--- src/rtl/bit_deframer.sv ---
`default_nettype none
// ============================================================================
// Module      : bit_deframer
// Description : Serial sync-word deframer; hunts for SYNC, locks, assembles
//               WIDTH-bit data words and flywheels over isolated bad syncs.
// Revision    : 1.0 - initial release
// ============================================================================
module bit_deframer #(
    parameter int               WIDTH      = 8,
    parameter logic [WIDTH-1:0] SYNC       = 8'hA5,
    parameter int               FRAME_LEN  = 4,
    parameter int               MISS_LIMIT = 2
) (
    input  logic             c,
    input  logic             rst,
    input  logic             d,
    output logic [WIDTH-1:0] data,
    output logic             valid,
    input  logic             ready,
    output logic             locked,
    output logic             overflow
);

    localparam int BCW = (WIDTH > 1) ? $clog2(WIDTH) : 1;
    localparam int WCW = (FRAME_LEN > 1) ? $clog2(FRAME_LEN) : 1;
    localparam int MCW = $clog2(MISS_LIMIT + 1);
    localparam int FCW = $clog2(WIDTH + 1);

    localparam logic [BCW-1:0] c_bit_last  = BCW'(WIDTH - 1);
    localparam logic [WCW-1:0] c_word_last = WCW'(FRAME_LEN - 1);
    localparam logic [MCW-1:0] c_miss_last = MCW'(MISS_LIMIT - 1);
    localparam logic [FCW-1:0] c_fill_min  = FCW'(WIDTH - 1);
    localparam logic [FCW-1:0] c_fill_max  = FCW'(WIDTH);

    typedef enum logic [1:0] {
        ST_HUNT  = 2'd0,
        ST_DATA  = 2'd1,
        ST_CHECK = 2'd2
    } state_t;

    state_t           state_q, state_d;
    logic [WIDTH-1:0] sr_q, sr_d;
    logic [BCW-1:0]   bit_q, bit_d;
    logic [WCW-1:0]   word_q, word_d;
    logic [MCW-1:0]   miss_q, miss_d;
    logic [FCW-1:0]   fill_q, fill_d;
    logic [WIDTH-1:0] data_q, data_d;
    logic             valid_q, valid_d;
    logic             ovf_q, ovf_d;

    logic [WIDTH-1:0] w_nxt;
    logic             w_word_done;

    always_ff @(posedge c) begin
        if (rst) begin
            state_q <= ST_HUNT;
            sr_q    <= '0;
            bit_q   <= '0;
            word_q  <= '0;
            miss_q  <= '0;
            fill_q  <= '0;
            data_q  <= '0;
            valid_q <= 1'b0;
            ovf_q   <= 1'b0;
        end else begin
            state_q <= state_d;
            sr_q    <= sr_d;
            bit_q   <= bit_d;
            word_q  <= word_d;
            miss_q  <= miss_d;
            fill_q  <= fill_d;
            data_q  <= data_d;
            valid_q <= valid_d;
            ovf_q   <= ovf_d;
        end
    end

    always_comb begin
        w_nxt       = {sr_q[WIDTH-2:0], d};
        w_word_done = 1'b0;
        state_d     = state_q;
        sr_d        = w_nxt;
        bit_d       = bit_q;
        word_d      = word_q;
        miss_d      = miss_q;
        fill_d      = (fill_q == c_fill_max) ? fill_q : fill_q + 1'b1;

        case (state_q)
            ST_HUNT: begin
                // Fill gate stops stale pre-reset / pre-unlock bits from forming a match
                if (w_nxt == SYNC && fill_q >= c_fill_min) begin
                    state_d = ST_DATA;
                    bit_d   = '0;
                    word_d  = '0;
                    miss_d  = '0;
                end
            end
            ST_DATA: begin
                bit_d = (bit_q == c_bit_last) ? '0 : bit_q + 1'b1;
                if (bit_q == c_bit_last) begin
                    w_word_done = 1'b1;
                    if (word_q == c_word_last) begin
                        word_d  = '0;
                        state_d = ST_CHECK;
                    end else begin
                        word_d = word_q + 1'b1;
                    end
                end
            end
            ST_CHECK: begin
                bit_d = (bit_q == c_bit_last) ? '0 : bit_q + 1'b1;
                if (bit_q == c_bit_last) begin
                    if (w_nxt == SYNC) begin
                        miss_d  = '0;
                        state_d = ST_DATA;
                    end else if (miss_q == c_miss_last) begin
                        miss_d  = '0;
                        fill_d  = '0;
                        state_d = ST_HUNT;
                    end else begin
                        miss_d  = miss_q + 1'b1;
                        state_d = ST_DATA;
                    end
                end
            end
            default: state_d = ST_HUNT;
        endcase
    end

    // One-entry output register: a word arriving while the slot is stalled is lost
    always_comb begin
        data_d  = data_q;
        valid_d = valid_q;
        ovf_d   = ovf_q;
        if (w_word_done) begin
            if (!valid_q || ready) begin
                data_d  = w_nxt;
                valid_d = 1'b1;
            end else begin
                ovf_d = 1'b1;
            end
        end else if (valid_q && ready) begin
            valid_d = 1'b0;
        end
    end

    assign data     = data_q;
    assign valid    = valid_q;
    assign overflow = ovf_q;
    assign locked   = (state_q != ST_HUNT);

endmodule
`default_nettype wire
--- config.mk ---
export PLATFORM = sky130hd
export DESIGN_NAME = bit_deframer
export DESIGN_NICKNAME = d
export VERILOG_FILES = /design/src/rtl/bit_deframer.sv
export SDC_FILE = /design/constraint.sdc
export NUM_CORES = 1
export LEC_CHECK = 0
export BUFFER_PORTS_ARGS = -buffer_cell sky130_fd_sc_hd__buf_2
export CAP_MARGIN = 20
export CELL_PAD_IN_SITES_DETAIL_PLACEMENT = 1
export CELL_PAD_IN_SITES_GLOBAL_PLACEMENT = 1
export CORE_MARGIN = 8
export CORE_UTILIZATION = 35
export DETAILED_ROUTE_END_ITERATION = 16
export PLACE_DENSITY_LB_ADDON = 0.1
export RECOVER_POWER = 100
export SYNTH_ARGS = -nofsm -noshare
export SYNTH_HDL_FRONTEND = slang
export SYNTH_SLANG_ARGS = --single-unit
--- constraint.sdc ---
create_clock -name c -period 4.82 [get_ports c]
set_input_delay 0.482 -clock c [delete_from_list [all_inputs] [get_ports c]]
set_output_delay 0.482 -clock c [all_outputs]
set_load 0.005 [all_outputs]
==> results of run 1 <==
-- area by class of cell --
type / instances / area (sq um) / share of cell area
inverter: 8 / 30.0 / 0.0195
tap: 48 / 60.1 / 0.0391
sequential: 30 / 601 / 0.391
multi-input combinational: 96 / 672 / 0.437
clock inverter: 3 / 45.0 / 0.0293
timing repair buffer: 14 / 60.1 / 0.0391
clock buffer: 5 / 68.8 / 0.0448
-- metrics by stage --
step                hold WS (ns)   util
floorplan                  0.447      -
global placement           0.459  0.393
detailed placement         0.454  0.393
CTS                        0.481  0.424
global route               0.486  0.420
finish                     0.481  0.420
-- cell usage after synthesis, drive strengths merged --
cell type	n	area, sq um
mux2i	8	80.1
nand2	3	11.3
o2111ai	1	8.76
nand3b	1	7.51
nand2b	2	12.5
a21oi	12	60.1
o31ai	1	12.5
clkbuf	5	18.8
o31a	1	8.76
a2111oi	1	8.76
nand4	3	18.8
xnor2	1	8.76
dfxtp	30	601
a41o	1	10.0
xor2	1	8.76
inv	8	30.0
nor2b	9	56.3
a31oi	1	6.26
nor2	20	77.6
o21a	2	15.0
nand4bb	2	55.1
ha	10	125
o21ai	7	35.0
or4	1	7.51
a21o	2	15.0
nand3	5	25.0
nor3	1	5.00
-- worst max-delay path, delay by kind of cell, from the launching register on --
family,cells,cell delay [ns]
mux,1,0.28
fa+ha+maj,2,0.49
flops,1,0.36
simple gates,3,0.87
-- sequential cells by signal (all words and copies together) (netlist names) --
signal	cells
valid	1
sr_q	7
miss_q	2
overflow	1
fill_q	4
word_q	2
data	8
state_q	2
bit_q	3
-- layout by cell type (no fill, tap or decap), types with 2 or more instances in the layout --
master,n
nand4bb_4,2
a21o_1,2
mux2i_1,8
ha_1,10
nor2_1,20
o21ai_1,4
dfxtp_1,30
nand2b_1,2
nand2_1,3
buf_2,6
o21ai_0,3
clkinvlp_4,2
clkbuf_1,8
clkbuf_8,5
nor2b_1,9
nand3_1,5
inv_1,8
nand4_1,3
a21oi_1,12
o21a_1,2
-- path summary, 6_finish.rpt --
kind	start	end	cells past startpoint
max	bit_q[0]$_SDFFE_PP0P_	data[4]$_SDFFE_PP0P_	6
max reg2reg	bit_q[0]$_SDFFE_PP0P_	data[4]$_SDFFE_PP0P_	6
min reg2reg	overflow$_SDFFE_PP0P_	overflow$_SDFFE_PP0P_	2
min	overflow$_SDFFE_PP0P_	overflow$_SDFFE_PP0P_	2
-- layer usage --
layer	up-vias	share of wire	global-route usage
met3	6	0.028	0.0346
met1	496	0.49	0.121
met5	-	0	0
met2	12	0.47	0.159
met4	0	0.019	0.0453
li1	510	-	-
-- power by group --
part	internal [mW]	switching [mW]	leakage [nW]
Sequential	0.251	0.00323	0.243
Combinational	0.00552	0.00798	0.284
Clock	0.154	0.103	0.0504
Total	0.411	0.114	0.577
-- cells by family (layout without fill, tap and decap cells) --
logic type	Yosys count	after routing
muxes	8	8
DFF	30	30
buffers and inverters	13	30
AOI/OAI and AO/OA	29	29
xor gates and xnor gates	2	2
and+or+nand+nor	47	47
adders and majority gates	10	10
==> impl_metrics.ini, run 1 <==
[worst_setup_path]
cp_slowest_cell = nor2_1
cp.required_ns = 4.94
slowest_delay_ns = 0.70
path_cells = ha_1, ha_1, nand2_1, nor2_1, mux2i_1, nor2_1
critPathMaxFanout = 8
critPathKind = flip-flop to flip-flop
start_kind = flip-flop
end_kind = flip-flop
worstPathArrival_ns = 2.29
r2r_slack_ns = 2.65

[cts]
postCtsSetupBuffers = 0
post_cts_resized = 0
cts_hold_buf = 0
htreeDepth = 2
cts-root-buf = clkbuf_8
cts.path.max_buffers = 2
clkTransAtPathRegs_ns = 0.07
clkLatencyLatePin_ns = 0.28
cts_tree = built
cts_sinks = 30
cts_buffers = 5

[placed_design]
place_inst = 196
place_ws_ns = 2.88
gp_congestion = 0.839
place_area_sq_um = 1440
place.port_buffers = 14
dp_hpwl_um = 2060

[global_routing]
grt_max_degree = 28
first_global_vias = 1053
grt_pass1_wl_um = 4860
grt_overflow = 0
antenna_found_initial = 0
grt.total_usage = 0.101

[sta]
setup_viol = 0
maxSlewHeadroom = 0.202
fin_ws_ns = 2.65
hold_viol = 0
rsz0062_at_grt = no
tns_ns = 0
period_share = 0.450
slew_viol_final = 0
timing.clock.skew_ns = 0.00731
tightestPinTransition_ns = 1.20
layout_min_cycle_time_ns = 2.17
fmax_mhz = 461

[yosys]
synth-simple-area-share = 0.208
synthMuxAreaShare = 0.0603
netlist_instances = 139
postSynthAreaPerCell_sq_um = 9.56
yosysSeqAreaShare = 0.452
synthAdderAreaFrac = 0.0942
mappedNetlistNets = 153
yosysWarnings = 0
synth_compound_area_frac = 0.136
synth-seq-cells = 30
synth_top_family_by_area = simple AND/OR/NAND/NOR gates
synthXorXnorAreaFrac = 0.0132
syn_area_sq_um = 1330
ys_types = 29

[run]
drv_cap = 0

[pwr]
finalPower_uw = 525
ir_drop_v = 0.000213
p_per_area_nw_per_um2 = 342
power_leakage_nw = 0.577

[drt]
drt_wl_total_um = 2860
vias_per_cell = 5.02
drt_iter0_markers = 21
drtAntennaViolNets = 0
wire_per_inst_um = 14.0
first_pass_iters = 3
drc = 0
vias = 1024

[floorplan]
fp.dieH_um = 77.6
initial_core_util = 0.363
core_sq_um = 3660
die_w_um = 77.6
rows = 22
die-area_sq_um = 6020
ios = 15

[cells_and_area]
diodes = 0
area_delta_synth_final_pct = 15.6
fin_cells = 204
final_area_sq_um = 1540
drive_gt1_frac = 0.103
final_nets = 169
nFillCells = 439

[run_status]
status = completed

[worst_hold_path]
hold_class = flip-flop to flip-flop
(Power assumes the default switching activity.)
==> run 2: changes to the inputs <==
clock period = 2.1 ns   (was 4.82 ns; I/O delays follow)
==> run 2 against run 1 <==
  * Combinational power up 130%
  * Cell area about the same
  * Critical path depth up 1
  * Utilization about the same
  * Largest power group is now sequential cells
==> impl_metrics.ini, run 2 (synthesis results as in run 1) <==
[cells_and_area]
final_nets = 172
seqCellArea_sq_um = 601
nFillCells = 434
multi_input_area_sq_um = 679
largest_register_ffs = 8
layout_common_cells = dfxtp_1, nor2_1, a21oi_1
fin_cells = 207
layout_commonest_cell = dfxtp_1
area_delta_synth_final_pct = 15.7
drive_gt1_frac = 0.119
diodes = 0

[run_status]
status = completed

[cts]
cts_buffers = 5
htreeDepth = 2
cts_sinks = 30
cts_hold_buf = 0
cts.path.max_buffers = 2
cts_tree = built
cts-root-buf = clkbuf_8
postCtsSetupBuffers = 0
clkLatencyLatePin_ns = 0.27
clkTransAtPathRegs_ns = 0.07
post_cts_resized = 0

[sta]
timing.clock.skew_ns = 0.00772
hold_viol = 0
maxSlewHeadroom = 0.208
rsz0062_at_grt = no
slew_viol_final = 0
hold_slack_ns = 0.243
setup_viol = 0
fmax_mhz = 558
layout_min_cycle_time_ns = 1.79
tightestPinTransition_ns = 1.19
period_share = 0.854
tns_ns = 0

[floorplan]
die_w_um = 77.6
core_sq_um = 3660
fp.dieH_um = 77.6
ios = 15
die-area_sq_um = 6020
initial_core_util = 0.363
rows = 22

[global_routing]
grt_overflow = 0
grt_pass1_wl_um = 5220
first_global_vias = 1096
antenna_found_initial = 0
grt.total_usage = 0.105
grt_max_degree = 28

[drt]
first_pass_iters = 4
drt_wl_total_um = 2870
vias_per_cell = 4.85
drc = 0
vias = 1004
drt_iter0_markers = 45
wire_per_inst_um = 13.8
drtAntennaViolNets = 0

[run]
drv_cap = 0

[worst_hold_path]
hold_class = input port to flip-flop
min_path_cells = 2

[placed_design]
dp_hpwl_um = 2100
place.port_buffers = 14
place_inst = 199
gp_congestion = 0.761

[worst_setup_path]
r2r_cells = 7
cp_slowest_cell = dfxtp_1
critPathKind = flip-flop to flip-flop
critPathMaxFanout = 8
cp.required_ns = 2.20
end_kind = flip-flop
slowest_delay_ns = 0.35
path_cells = inv_1, ha_1, nand2_1, nor2_2, clkbuf_2, mux2i_1, nor2_1
worstPathArrival_ns = 1.90
start_kind = flip-flop

[pwr]
switching_share = 0.214
p_switching_uw = 233
ir_drop_v = 0.000412
p_per_area_nw_per_um2 = 707
internal_power_uw = 854
clockPowerShare = 0.433
seqPwrFrac = 0.538
power_leakage_nw = 0.587
p_comb_frac = 0.029
## run 2: routing by layer
layer | track usage | share of wire | vias up
met5 | 0 | 0 | -
met4 | 0.0226 | 0.0035 | 0
met3 | 0.0392 | 0.040 | 2
met2 | 0.175 | 0.48 | 13
met1 | 0.125 | 0.47 | 476
li1 | - | - | 513
## run 2: final cells by class
class,count,share of cell area
clock buffer,7,0.0561
tap,48,0.0391
inverter,8,0.0195
sequential,30,0.391
multi-input combinational,96,0.442
timing repair buffer,17,0.0496
clock inverter,1,0.00325
## run 2: power groups by stage
stage               clock [mW]  sequential, mW  combinational [mW]
floorplan                    0           0.595              0.0240
global placement             0           0.597              0.0309
detailed placement           0           0.598              0.0321
CTS                      0.487           0.585              0.0324
global route             0.521           0.585              0.0375
finish                   0.471           0.585              0.0316
## run 2: worst max-delay path: cells and delay by family, from the launching register on
kind                       cells  cell delay [ns]
DFF                            1             0.35
adders and majority gates      1             0.34
muxes                          1             0.24
and+or+nand+nor                3             0.32
buffers and inverters          2             0.38
## run 2: metrics by stage
| stage | area [sq um] | setup WS (ns) | total power, mW | util |
|---|---|---|---|---|
| finish | 1540 | 0.307 | 1.09 | 0.420 |
| CTS | 1550 | 0.319 | 1.10 | 0.424 |
| floorplan | 1330 | 0.419 | 0.619 | - |
| global route | 1540 | 0.135 | 1.14 | 0.420 |
| detailed placement | 1460 | 0.335 | 0.630 | 0.400 |
| global placement | 1460 | 0.393 | 0.628 | 0.400 |
## run 2: final timing paths
path                           start                    end  slack, ns
max          state_q[1]$_SDFFE_PP0P_   data[4]$_SDFFE_PP0P_       0.31
min reg2reg    overflow$_SDFFE_PP0P_  overflow$_SDFFE_PP0P_       0.48
min                                d     sr_q[0]$_SDFF_PP0_       0.24
max reg2reg  state_q[1]$_SDFFE_PP0P_   data[4]$_SDFFE_PP0P_       0.31
